**config.mk**
```make
export PLATFORM = sky130hd
export DESIGN_NAME = if_fetch_queue
export DESIGN_NICKNAME = d
export VERILOG_FILES = /design/src/rtl/if_fetch_queue_pkg.sv /design/src/rtl/if_fetch_queue_ram.sv /design/src/rtl/if_fetch_queue.sv
export SDC_FILE = /design/constraint.sdc
export NUM_CORES = 1
export LEC_CHECK = 0
export CAP_MARGIN = 25
export CORE_ASPECT_RATIO = 0.6
export CORE_MARGIN = 3
export CORE_UTILIZATION = 54
export CTS_CLUSTER_SIZE = 40
export DETAILED_ROUTE_END_ITERATION = 10
export PLACE_DENSITY_LB_ADDON = 0.08
export SLEW_MARGIN = 25
export SYNTH_ARGS = -nofsm -noshare
export SYNTH_HDL_FRONTEND = slang
export SYNTH_SLANG_ARGS = --single-unit
```
**constraint.sdc**
```tcl
create_clock -name clk -period 3.95 [get_ports clk]
set_input_delay 0.79 -clock clk [delete_from_list [all_inputs] [get_ports clk]]
set_output_delay 0.79 -clock clk [all_outputs]
set_load 0.01 [all_outputs]
```
**src/rtl/if_fetch_queue_pkg.sv**
```systemverilog
// Shared constants and helpers for the instruction prefetch queue and the CPU top that hosts it.
// Optional feature macro used by the queue: IFQ_BYPASS_EN.
package if_fetch_queue_pkg;

    localparam int          PC_LENGTH   = 32;
    localparam int          INST_LENGTH = 32;
    localparam int          IFQ_DEPTH   = 4;
    localparam logic        ENABLE      = 1'b1;
    localparam logic        DISABLE     = 1'b0;
    localparam logic [31:0] PC_START    = 32'h0000_0000;

    typedef enum logic [1:0] {
        CNT_HOLD  = 2'd0,
        CNT_INC   = 2'd1,
        CNT_DEC   = 2'd2,
        CNT_CLEAR = 2'd3
    } cnt_op_e;

    // Occupancy update: clearing wins, a simultaneous write and read cancel out.
    function automatic cnt_op_e count_op(input logic clear, input logic wr, input logic rd);
        cnt_op_e op;
        if (clear) begin
            op = CNT_CLEAR;
        end else if (wr && !rd) begin
            op = CNT_INC;
        end else if (rd && !wr) begin
            op = CNT_DEC;
        end else begin
            op = CNT_HOLD;
        end
        return op;
    endfunction

endpackage

```
**src/rtl/if_fetch_queue_ram.sv**
```systemverilog
// Storage array for the prefetch queue: synchronous write, combinational read, data never reset.
module if_fetch_queue_ram #(
    parameter int DEPTH = 4,
    parameter int WIDTH = 64
) (
    input  logic                     clk,
    input  logic                     wr_en,
    input  logic [$clog2(DEPTH)-1:0] wr_addr,
    input  logic [WIDTH-1:0]         wr_data,
    input  logic [$clog2(DEPTH)-1:0] rd_addr,
    output logic [WIDTH-1:0]         rd_data
);

    logic [WIDTH-1:0] mem_r [DEPTH];

    // Entry write on accepted push.
    always_ff @(posedge clk) begin
        if (wr_en) begin
            mem_r[wr_addr] <= wr_data;
        end
    end

    assign rd_data = mem_r[rd_addr];

endmodule

```
**src/rtl/if_fetch_queue.sv**
```systemverilog
// Instruction prefetch queue between fetch and decode; flush discards wrong-path entries.
// Optional macro IFQ_BYPASS_EN: zero-latency pass-through when the queue is empty.
module if_fetch_queue
    import if_fetch_queue_pkg::*;
#(
    parameter int DEPTH  = 4,
    parameter int PC_W   = 32,
    parameter int INST_W = 32
) (
    input  logic                     clk,
    input  logic                     rst,
    input  logic                     in_valid,
    input  logic [PC_W-1:0]          in_pc,
    input  logic [INST_W-1:0]        in_inst,
    output logic                     in_ready,
    input  logic                     flush,
    output logic                     out_valid,
    output logic [PC_W-1:0]          out_pc,
    output logic [INST_W-1:0]        out_inst,
    input  logic                     out_ready,
    output logic [$clog2(DEPTH):0]   count
);

    localparam int              AW       = $clog2(DEPTH);
    localparam int              CW       = AW + 1;
    localparam logic [CW-1:0]   FULL_CNT = CW'(DEPTH);
    localparam logic [AW-1:0]   PTR_ONE  = AW'(1'b1);
    localparam logic [CW-1:0]   CNT_ONE  = CW'(1'b1);

    logic [AW-1:0]          wr_ptr_r;
    logic [AW-1:0]          rd_ptr_r;
    logic [CW-1:0]          count_r;
    logic [PC_W+INST_W-1:0] rd_data_s;
    logic                   empty_s;
    logic                   bypass_s;
    logic                   push_s;
    logic                   pop_s;
    logic                   take_bypass_s;
    logic                   wr_en_s;
    logic                   rd_adv_s;
    cnt_op_e                cnt_op_s;

    assign count    = count_r;
    assign in_ready = (count_r != FULL_CNT);
    assign empty_s  = (count_r == {CW{1'b0}});

`ifdef IFQ_BYPASS_EN
    assign bypass_s = empty_s & in_valid & ~flush;
`else
    assign bypass_s = 1'b0;
`endif

    // Head presentation: stored entry first, bypassed fetch only when empty, zeros otherwise.
    always_comb begin
        out_valid = 1'b0;
        out_pc    = {PC_W{1'b0}};
        out_inst  = {INST_W{1'b0}};
        if (!empty_s) begin
            out_valid = 1'b1;
            {out_pc, out_inst} = rd_data_s;
        end else if (bypass_s) begin
            out_valid = 1'b1;
            out_pc    = in_pc;
            out_inst  = in_inst;
        end else begin
            out_valid = 1'b0;
        end
    end

    assign push_s        = in_valid & in_ready;
    assign pop_s         = out_valid & out_ready;
    // A bypassed entry consumed in the same cycle never touches the array.
    assign take_bypass_s = bypass_s & out_ready;
    assign wr_en_s       = push_s & ~take_bypass_s & ~flush & ~rst;
    assign rd_adv_s      = pop_s & ~take_bypass_s;
    assign cnt_op_s      = count_op(rst | flush, wr_en_s, rd_adv_s);

    // Pointer registers; power-of-two depth lets them wrap naturally.
    always_ff @(posedge clk) begin
        if (rst || flush) begin
            wr_ptr_r <= {AW{1'b0}};
            rd_ptr_r <= {AW{1'b0}};
        end else begin
            if (wr_en_s) begin
                wr_ptr_r <= wr_ptr_r + PTR_ONE;
            end
            if (rd_adv_s) begin
                rd_ptr_r <= rd_ptr_r + PTR_ONE;
            end
        end
    end

    // Occupancy register.
    always_ff @(posedge clk) begin
        case (cnt_op_s)
            CNT_CLEAR: count_r <= {CW{1'b0}};
            CNT_INC:   count_r <= count_r + CNT_ONE;
            CNT_DEC:   count_r <= count_r - CNT_ONE;
            CNT_HOLD:  count_r <= count_r;
            default:   count_r <= {CW{1'b0}};
        endcase
    end

    if_fetch_queue_ram #(
        .DEPTH (DEPTH),
        .WIDTH (PC_W + INST_W)
    ) u_ram (
        .clk     (clk),
        .wr_en   (wr_en_s),
        .wr_addr (wr_ptr_r),
        .wr_data ({in_pc, in_inst}),
        .rd_addr (rd_ptr_r),
        .rd_data (rd_data_s)
    );

endmodule

```
==> run summary, run 1 <==
worst r2r src -> count[0]
Seq cells post-synth -> 265
Lkg Pwr -> 4.004 nW
total wire length -> 18,850 µm
Die X -> 183.4 µm
CP required -> 3160 ps
DRC -> 0
Pwr Density -> 547.3 nW/µm²
Setup CP Type -> reg2out
initial drt markers -> 395
IO Pins -> 138
worst ir drop on vdd -> 0.2978 mV
Final Cycle Share -> 87.70%
Arr. time, crit path -> 2670 ps
Cells after Synth -> 458
Clock Latency Late Sink -> 510 ps
final hold violation count -> 0
FF-to-FF setup slack -> 1350 ps
gpl congestion -> 0.7166
gr usage total -> 18.93%
starting density of the core -> 55.68%
CTS Buf Count -> 24
setup tns final -> 0 ps
Die H -> 112.4 µm
post-cts sizing count -> 0
synthesized area -> 10,190 µm²
CTS sink cnt -> 265
largest net degree at the start of global routing -> 66
Power, Total -> 6.926 mW
Mapped Nets -> 534
CP endpoint kind -> output pin
Worst Skew -> 11.64 ps
drt wl/cell -> 21.64 µm
clk buf depth -> 3
worst-path maximum fanout -> 26
gr ovfl total -> 0
Worst Hold Class -> reg2reg
H-Tree Depth -> 1
sequential-to-total area share from yosys stat -> 77.49%
Root Buffer -> clkbuf_16
port buffer count -> 137
RSZ-0062 raised after global routing -> false
Setup Buffers After CTS -> 0
Final Critical Period -> 3464 ps
TritonCTS clock tree -> yes
vias -> 4,830
status -> finished clean
die area -> 20,610 µm²
fmax -> 0.2887 GHz
row cnt -> 38
first-pass GRT wire length -> 29,700 µm
worst slew pin tran -> 629.8 ps
initial antenna violation count -> 1
final count of pins violating max slew -> 0
Max Cap Violations -> 0
DR pass1 iterations -> 4
final hold slack -> 511.1 ps
area grow syn2layout -> 24.16%
final setup vio count -> 0
layout cells sized above 1 -> 18.57%
Syn Area/Cell -> 22.25 µm²
min-delay src -> wr_ptr_r[1]
Post-CTS Hold Fix Bufs -> 0
Final Util -> 69.13%
Yosys cell types -> 25
dpl cell area -> 11,910 µm²
Slew Limit Headroom -> 58.01%
Vias per Instance -> 5.545
CP startpoint kind -> register
# nets final -> 688
Finished Cell Area -> 12,650 µm²
Detailed Place HPWL -> 11,530 µm
Reg clk slew, reported paths -> 60 ps
core footprint -> 18,310 µm²
ANT nets after route -> 0
Ys Warns -> 0
vias in the first global route -> 5,184
-- registers in the layout, summed over array words and instances (netlist names), named ones only --
| name | flops |
|---|---|
| u_ram.mem_r | 256 |
| count | 3 |
| rd_ptr_r | 2 |
| wr_ptr_r | 2 |
-- cells by family after synthesis --
family,synth area share (%)
xor+xnor,0.3438
simple gates,4.849
fa+ha+maj,0.9330
compound gates,0.3561
mux,14.34
flops,77.49
buf+inv,1.694
-- routing by layer --
metal / up-vias / track usage (%) / part of all wire, %
li1: 2168 / - / -
met1: 2500 / 28.36 / 45
met2: 140 / 29.34 / 47
met3: 20 / 4.501 / 6.0
met4: 2 / 3.753 / 1.2
met5: - / 0 / 0.080
-- cell type report --
cell class              instances  area, µm²
flip-flops and latches        265       7905
fillers                      1137       5650
multi-input cells             164       2137
repair buffers                150       1544
clock buffers                  34      648.1
well taps                     240      300.3
clock inverters                10      91.34
inverters                       7      26.28
diodes                          1      2.502
-- per-stage QoR --
stage	instances	worst slack, ps
floorplan	458	632.6
global placement	826	865.9
detailed placement	826	733.4
CTS	870	274.1
global route	870	326.5
finish	871	485.7
-- cell usage in the layout, fill, tap and decap left out, types with 2 or more instances in the layout --
cell type,count
mux4_2,64
clkdlybuf4s50_1,137
clkinv_2,3
nor2_1,4
nand2_1,4
xnor2_1,2
ha_1,6
dfxtp_4,2
inv_1,7
and2_4,4
edfxtp_1,259
and2_1,64
mux2i_1,2
nor3_1,3
dfxtp_1,4
clkbuf_1,9
xor2_1,2
clkinv_1,3
buf_4,7
buf_12,6
clkbuf_16,24
-- synthesized netlist by cell type, drive strengths merged --
cell type / number / share of area (%)
a21boi: 1 / 0.074
a21o: 1 / 0.074
a21oi: 1 / 0.049
and2: 68 / 4.2
and3: 1 / 0.061
buf: 14 / 1.1
clkbuf: 8 / 0.29
dfxtp: 6 / 1.2
edfxtp: 259 / 76
fa: 1 / 0.20
ha: 6 / 0.74
inv: 7 / 0.26
mux2i: 2 / 0.20
mux4: 64 / 14
nand2: 4 / 0.15
nor2: 4 / 0.15
nor3: 3 / 0.15
o311ai: 1 / 0.086
o31ai: 1 / 0.074
or3: 1 / 0.061
or3b: 1 / 0.11
xnor2: 2 / 0.17
xor2: 2 / 0.17
-- report_power, final --
group,total (mW),internal [mW],switching (mW)
combinational,1.54,0.871,0.668
sequential,3.21,3.16,0.0543
clock,2.17,1.22,0.953
-- critical path, stage by stage, from the launching register on --
cell	delay, ps
dfxtp_4	620
buf_12	300
mux4_2	570
and2_1	190
clkdlybuf4s50_1	480
-- path summary, 6_finish.rpt --
| kind | to | cells after the start |
|---|---|---|
| setup / recovery | out_inst[4] | 4 |
| hold / removal | wr_ptr_r[1] | 2 |
| setup reg to reg | count[2] | 8 |
| hold reg to reg | wr_ptr_r[1] | 2 |
No activity file was read; power rests on OpenSTA's default activity.
==> run 2, diff against run 1 <==
Settings changed: CORE_ASPECT_RATIO 0.6 to 0.9.
==> run summary, run 2 (same netlist as run 1, synthesis figures left out) <==
status -> finished clean
worst ir drop on vdd -> 0.6353 mV (+110%)
Setup CP Type -> reg2out
Vias per Instance -> 5.465 (-1.4%)
Detailed Place HPWL -> 11,230 µm (-2.6%)
vias -> 4,804 (-0.54%)
Setup Buffers After CTS -> 0 (unchanged)
worst-path maximum fanout -> 35 (+35%)
CTS Buf Count -> 26 (+8.3%)
worst slew pin tran -> 663.1 ps (+33.24 ps)
Slew Limit Headroom -> 55.79% (-2.2 points)
fmax -> 0.2865 GHz (-0.76%)
M1 GR Usage -> 25.48% (-2.9 points)
Reg clk slew, reported paths -> 50 ps (about the same)
drt wl/cell -> 20.89 µm (-3.5%)
H-Tree Depth -> 1 (unchanged)
initial antenna violation count -> 0 (-1)
final setup margin -> 459.0 ps (-26.64 ps)
initial drt markers -> 318 (-19%)
final hold violation count -> 0 (unchanged)
Worst Hold Class -> reg2reg
final count of pins violating max slew -> 0 (unchanged)
most frequent cells in the layout -> 259 x edfxtp_1, 137 x clkdlybuf4s50_1, 64 x mux4_2, 64 x and2_1, 27 x clkbuf_16
starting density of the core -> 55.20% (-0.48 points)
Arr. time, crit path -> 2700 ps (+30 ps)
Die X -> 150.8 µm (-18%)
CP startpoint kind -> register
Max Cap Violations -> 0 (unchanged)
core footprint -> 18,470 µm² (+0.87%)
max incr delay on CP -> 610 ps (about the same)
area grow syn2layout -> 25.12%
# nets final -> 690 (+0.29%)
CTS sink cnt -> 265 (unchanged)
total wire length -> 18,360 µm (-2.6%)
RSZ-0062 raised after global routing -> false
row cnt -> 47 (+24%)
gr usage total -> 18.39% (-0.54 points)
first-pass GRT wire length -> 28,820 µm (-2.9%)
gpl congestion -> 0.7359 (+2.7%)
pre-CTS WS -> 793.7 ps (+60.38 ps)
Pwr Density -> 560.8 nW/µm² (+2.5%)
gr ovfl total -> 0 (unchanged)
Lkg Pwr -> 4.054 nW (+1.2%)
vias in the first global route -> 5,118 (-1.3%)
largest net degree at the start of global routing -> 66 (unchanged)
Final Critical Period -> 3491 ps (+26.64 ps)
Power, Total -> 7.151 mW (+3.3%)
M2 GR Usage -> 30.45% (+1.1 points)
DRC -> 0 (unchanged)
DR pass1 iterations -> 5 (+1)
max reg flops -> 256 (unchanged)
final hold slack -> 515.5 ps (+4.349 ps)
Biggest register -> u_ram.mem_r
clk buf depth -> 3 (unchanged)
final setup vio count -> 0 (unchanged)
n_diodes -> 0 (-1)
die area -> 20,560 µm² (-0.25%)
setup tns final -> 0 ps (unchanged)
CP required -> 3160 ps (about the same)
Root Buffer -> clkbuf_16
Worst Skew -> 6.140 ps (-5.497 ps)
CP endpoint kind -> output pin
Worst path slowest cell -> dfxtp_4
IO Pins -> 138 (unchanged)
crit-path cells -> buf_12, mux4_2, and2_1, clkdlybuf4s50_1
ANT nets after route -> 0 (unchanged)
Clock Latency Late Sink -> 510 ps (about the same)
met3 Track Usage GR -> 3.800% (-0.70 points)
min-delay src -> wr_ptr_r[0]
Final Util -> 69.06% (-0.071 points)
Final Cycle Share -> 88.38% (+0.67 points)
TritonCTS clock tree -> yes
layout cells sized above 1 -> 18.61% (+0.041 points)
Post-CTS Hold Fix Bufs -> 0 (unchanged)
post-cts sizing count -> 0 (unchanged)
GR peak layer -> met2
port buffer count -> 137 (unchanged)
commonest non-fill, non-tap cell in the layout -> edfxtp_1
worst r2r src -> count[0]
Die H -> 136.3 µm (+21%)
-- run 2: power by group --
part           switching [mW]  internal [mW]  total, mW  leakage, nW
clock network           0.953           1.47       2.42        0.410
logic                   0.653          0.866       1.52         1.25
registers              0.0522           3.16       3.21         2.40
total                    1.66           5.49       7.15         4.05
-- run 2: worst paths after layout --
path / slack (ps) / depth (start not counted) / to
setup / recovery: 460 / 4 / out_pc[20]
hold / removal: 520 / 2 / wr_ptr_r[0]
setup reg to reg: 1390 / 8 / count[2]
hold reg to reg: 520 / 2 / wr_ptr_r[0]
-- run 2: per-stage QoR --
step	std cells	instance area, µm²
3_5_place_dp	831	11900
4_1_cts	879	12750
2_1_floorplan	458	10190
6_report	879	12750
3_3_place_gp	831	11900
5_1_grt	879	12750
-- run 2: critical path, delay by kind of cell, from the launching register on --
| family | cells | cell delay [ps] |
|---|---|---|
| multiplexers | 1 | 570 |
| AND/OR/NAND/NOR | 1 | 180 |
| buffers and inverters | 2 | 810 |
| flip-flops | 1 | 610 |
-- run 2: cell type report --
type / count / area, µm²
Fill cell: 1220 / 5713
Sequential cell: 265 / 7905
Clock inverter: 10 / 118.9
Clock buffer: 38 / 726.9
Multi-Input combinational cell: 164 / 2137
Timing Repair Buffer: 150 / 1531
Tap cell: 245 / 306.5
Inverter: 7 / 26.28
-- run 2: metal layers --
metal / vias to the layer above / part of all wire, %
met2: 130 / 50
met5: - / 0
li1: 2164 / -
met3: 32 / 5.9
met4: 0 / 2.0
met1: 2478 / 42
==> run 3, diff against run 2 <==
Settings changed: CORE_UTILIZATION 54 to 35, TNS_END_PERCENT set to 100.
==> run summary, run 3 (same netlist as run 1, synthesis figures left out) <==
status -> finished clean
commonest non-fill, non-tap cell in the layout -> edfxtp_1
Vias per Instance -> 4.840 (-11%)
Max Cap Violations -> 0 (unchanged)
die area -> 31,210 µm² (+52%)
drt wl/cell -> 20.48 µm (-2.0%)
area grow syn2layout -> 26.85%
Reg clk slew, reported paths -> 60 ps (about the same)
Power, Total -> 7.168 mW (+0.23%)
Worst Skew -> 8.136 ps (+1.996 ps)
largest net degree at the start of global routing -> 66 (unchanged)
Pwr Density -> 554.4 nW/µm² (-1.1%)
worst r2r src -> count[0]
gr ovfl total -> 0 (unchanged)
IO Pins -> 138 (unchanged)
hold depth -> 2 (unchanged)
DR pass1 iterations -> 4 (-1)
Root Buffer -> clkbuf_16
vias -> 4,840 (+0.75%)
Slew Limit Headroom -> 54.53% (-1.3 points)
r2r worst-path depth -> 8 (unchanged)
Arr. time, crit path -> 2680 ps (-20 ps)
CTS sink cnt -> 265 (unchanged)
gpl congestion -> 0.7053 (-4.2%)
Setup CP Type -> reg2out
Worst Hold Class -> reg2reg
R2R Path End -> count[2]
final count of pins violating max slew -> 0 (unchanged)
clk buf depth -> 3 (unchanged)
starting density of the core -> 36.01% (-19 points)
core footprint -> 28,300 µm² (+53%)
max reg flops -> 256 (unchanged)
initial antenna violation count -> 2 (+2)
row cnt -> 58 (+23%)
DRC -> 0 (unchanged)
TritonCTS clock tree -> yes
H-Tree Depth -> 1 (unchanged)
Setup Buffers After CTS -> 0 (unchanged)
CP endpoint kind -> output pin
fmax -> 0.2882 GHz (+0.60%)
Detailed Place HPWL -> 12,240 µm (+9.0%)
first-pass GRT wire length -> 32,190 µm (+12%)
n_diodes -> 0 (unchanged)
total wire length -> 20,480 µm (+12%)
Die H -> 167.9 µm (+23%)
layout cells sized above 1 -> 19.69% (+1.1 points)
CTS Buf Count -> 29 (+12%)
Filler Cells Inserted -> 2,448 (+100%)
FF-to-FF setup slack -> 1430 ps (+40 ps)
post-cts sizing count -> 0 (unchanged)
setup tns final -> 0 ps (unchanged)
Lkg Pwr -> 4.078 nW (+0.60%)
final hold violation count -> 0 (unchanged)
most frequent cells in the layout -> 259 x edfxtp_1, 137 x clkdlybuf4s50_1, 64 x mux4_2, 64 x and2_1, 29 x clkbuf_16
ANT nets after route -> 0 (unchanged)
port buffer count -> 137 (unchanged)
min-delay src -> wr_ptr_r[0]
vias in the first global route -> 5,446 (+6.4%)
Post-CTS Hold Fix Bufs -> 0 (unchanged)
gr usage total -> 13.51% (-4.9 points)
# nets final -> 696 (+0.87%)
Die X -> 185.9 µm (+23%)
Final Critical Period -> 3470 ps (-20.85 ps)
initial drt markers -> 284 (-11%)
worst ir drop on vdd -> 0.7692 mV (+21%)
Worst Hold End -> wr_ptr_r[0]
final setup vio count -> 0 (unchanged)
Biggest register -> u_ram.mem_r
CP startpoint kind -> register
Clock Latency Late Sink -> 520 ps (about the same)
worst-path maximum fanout -> 16 (-54%)
Final Cycle Share -> 87.85% (-0.53 points)
RSZ-0062 raised after global routing -> false
CP required -> 3160 ps (about the same)
worst slew pin tran -> 682.0 ps (+18.90 ps)
[run 3: worst max path at each step]
stage                     slack (ps)  cells after the start      from                end
after global routing             280                      4  register       out_inst[12]
final                            480                      4  register        out_inst[8]
after global placement           910                      9     flush           count[2]
after detailed placement         850                      8     flush           count[1]
after floorplan                  630                      4     flush  u_ram.mem_r[0][0]
after CTS                        380                      4  register       out_inst[11]
[run 3: layout make-up]
type / instances / area (µm²) / area share [%]
Clock buffer: 38 / 759.5 / 5.874
Clock inverter: 13 / 87.58 / 0.6774
Inverter: 7 / 26.28 / 0.2032
Multi-Input combinational cell: 164 / 2133 / 16.50
Sequential cell: 265 / 7905 / 61.14
Tap cell: 360 / 450.4 / 3.484
Timing Repair Buffer: 153 / 1567 / 12.12
[run 3: power breakdown]
part	internal [mW]	leakage (nW)	switching [mW]
clock network	1.41	0.416	0.989
logic	0.870	1.27	0.695
registers	3.16	2.40	0.0461
total	5.44	4.08	1.73
[run 3: critical path: stages, from the launching register on]
cell             delay, ps
dfxtp_4                540
buf_4                  400
mux4_2                 570
and2_1                 170
clkdlybuf4s50_1        470
[run 3: per-layer routing]
| layer | part of all wire, % | GRT usage, % |
|---|---|---|
| met1 | 43 | 18.36 |
| met4 | 1.8 | 2.719 |
| met5 | 0.15 | 0 |
| met3 | 5.2 | 3.089 |
| met2 | 50 | 22.56 |
[run 3: metrics by stage]
step           setup slack, ps  cells  util, %  hold slack, ps  cell area [µm²]
4_1_cts                  375.5   1000    45.68           514.3            12930
2_1_floorplan            632.6    458        -           467.7            10190
3_5_place_dp             846.1    949    42.69           505.3            12080
6_report                 479.9   1000    45.68           513.8            12930
5_1_grt                  284.5   1000    45.68           548.1            12930
3_3_place_gp             910.0    949    42.69           490.8            12080
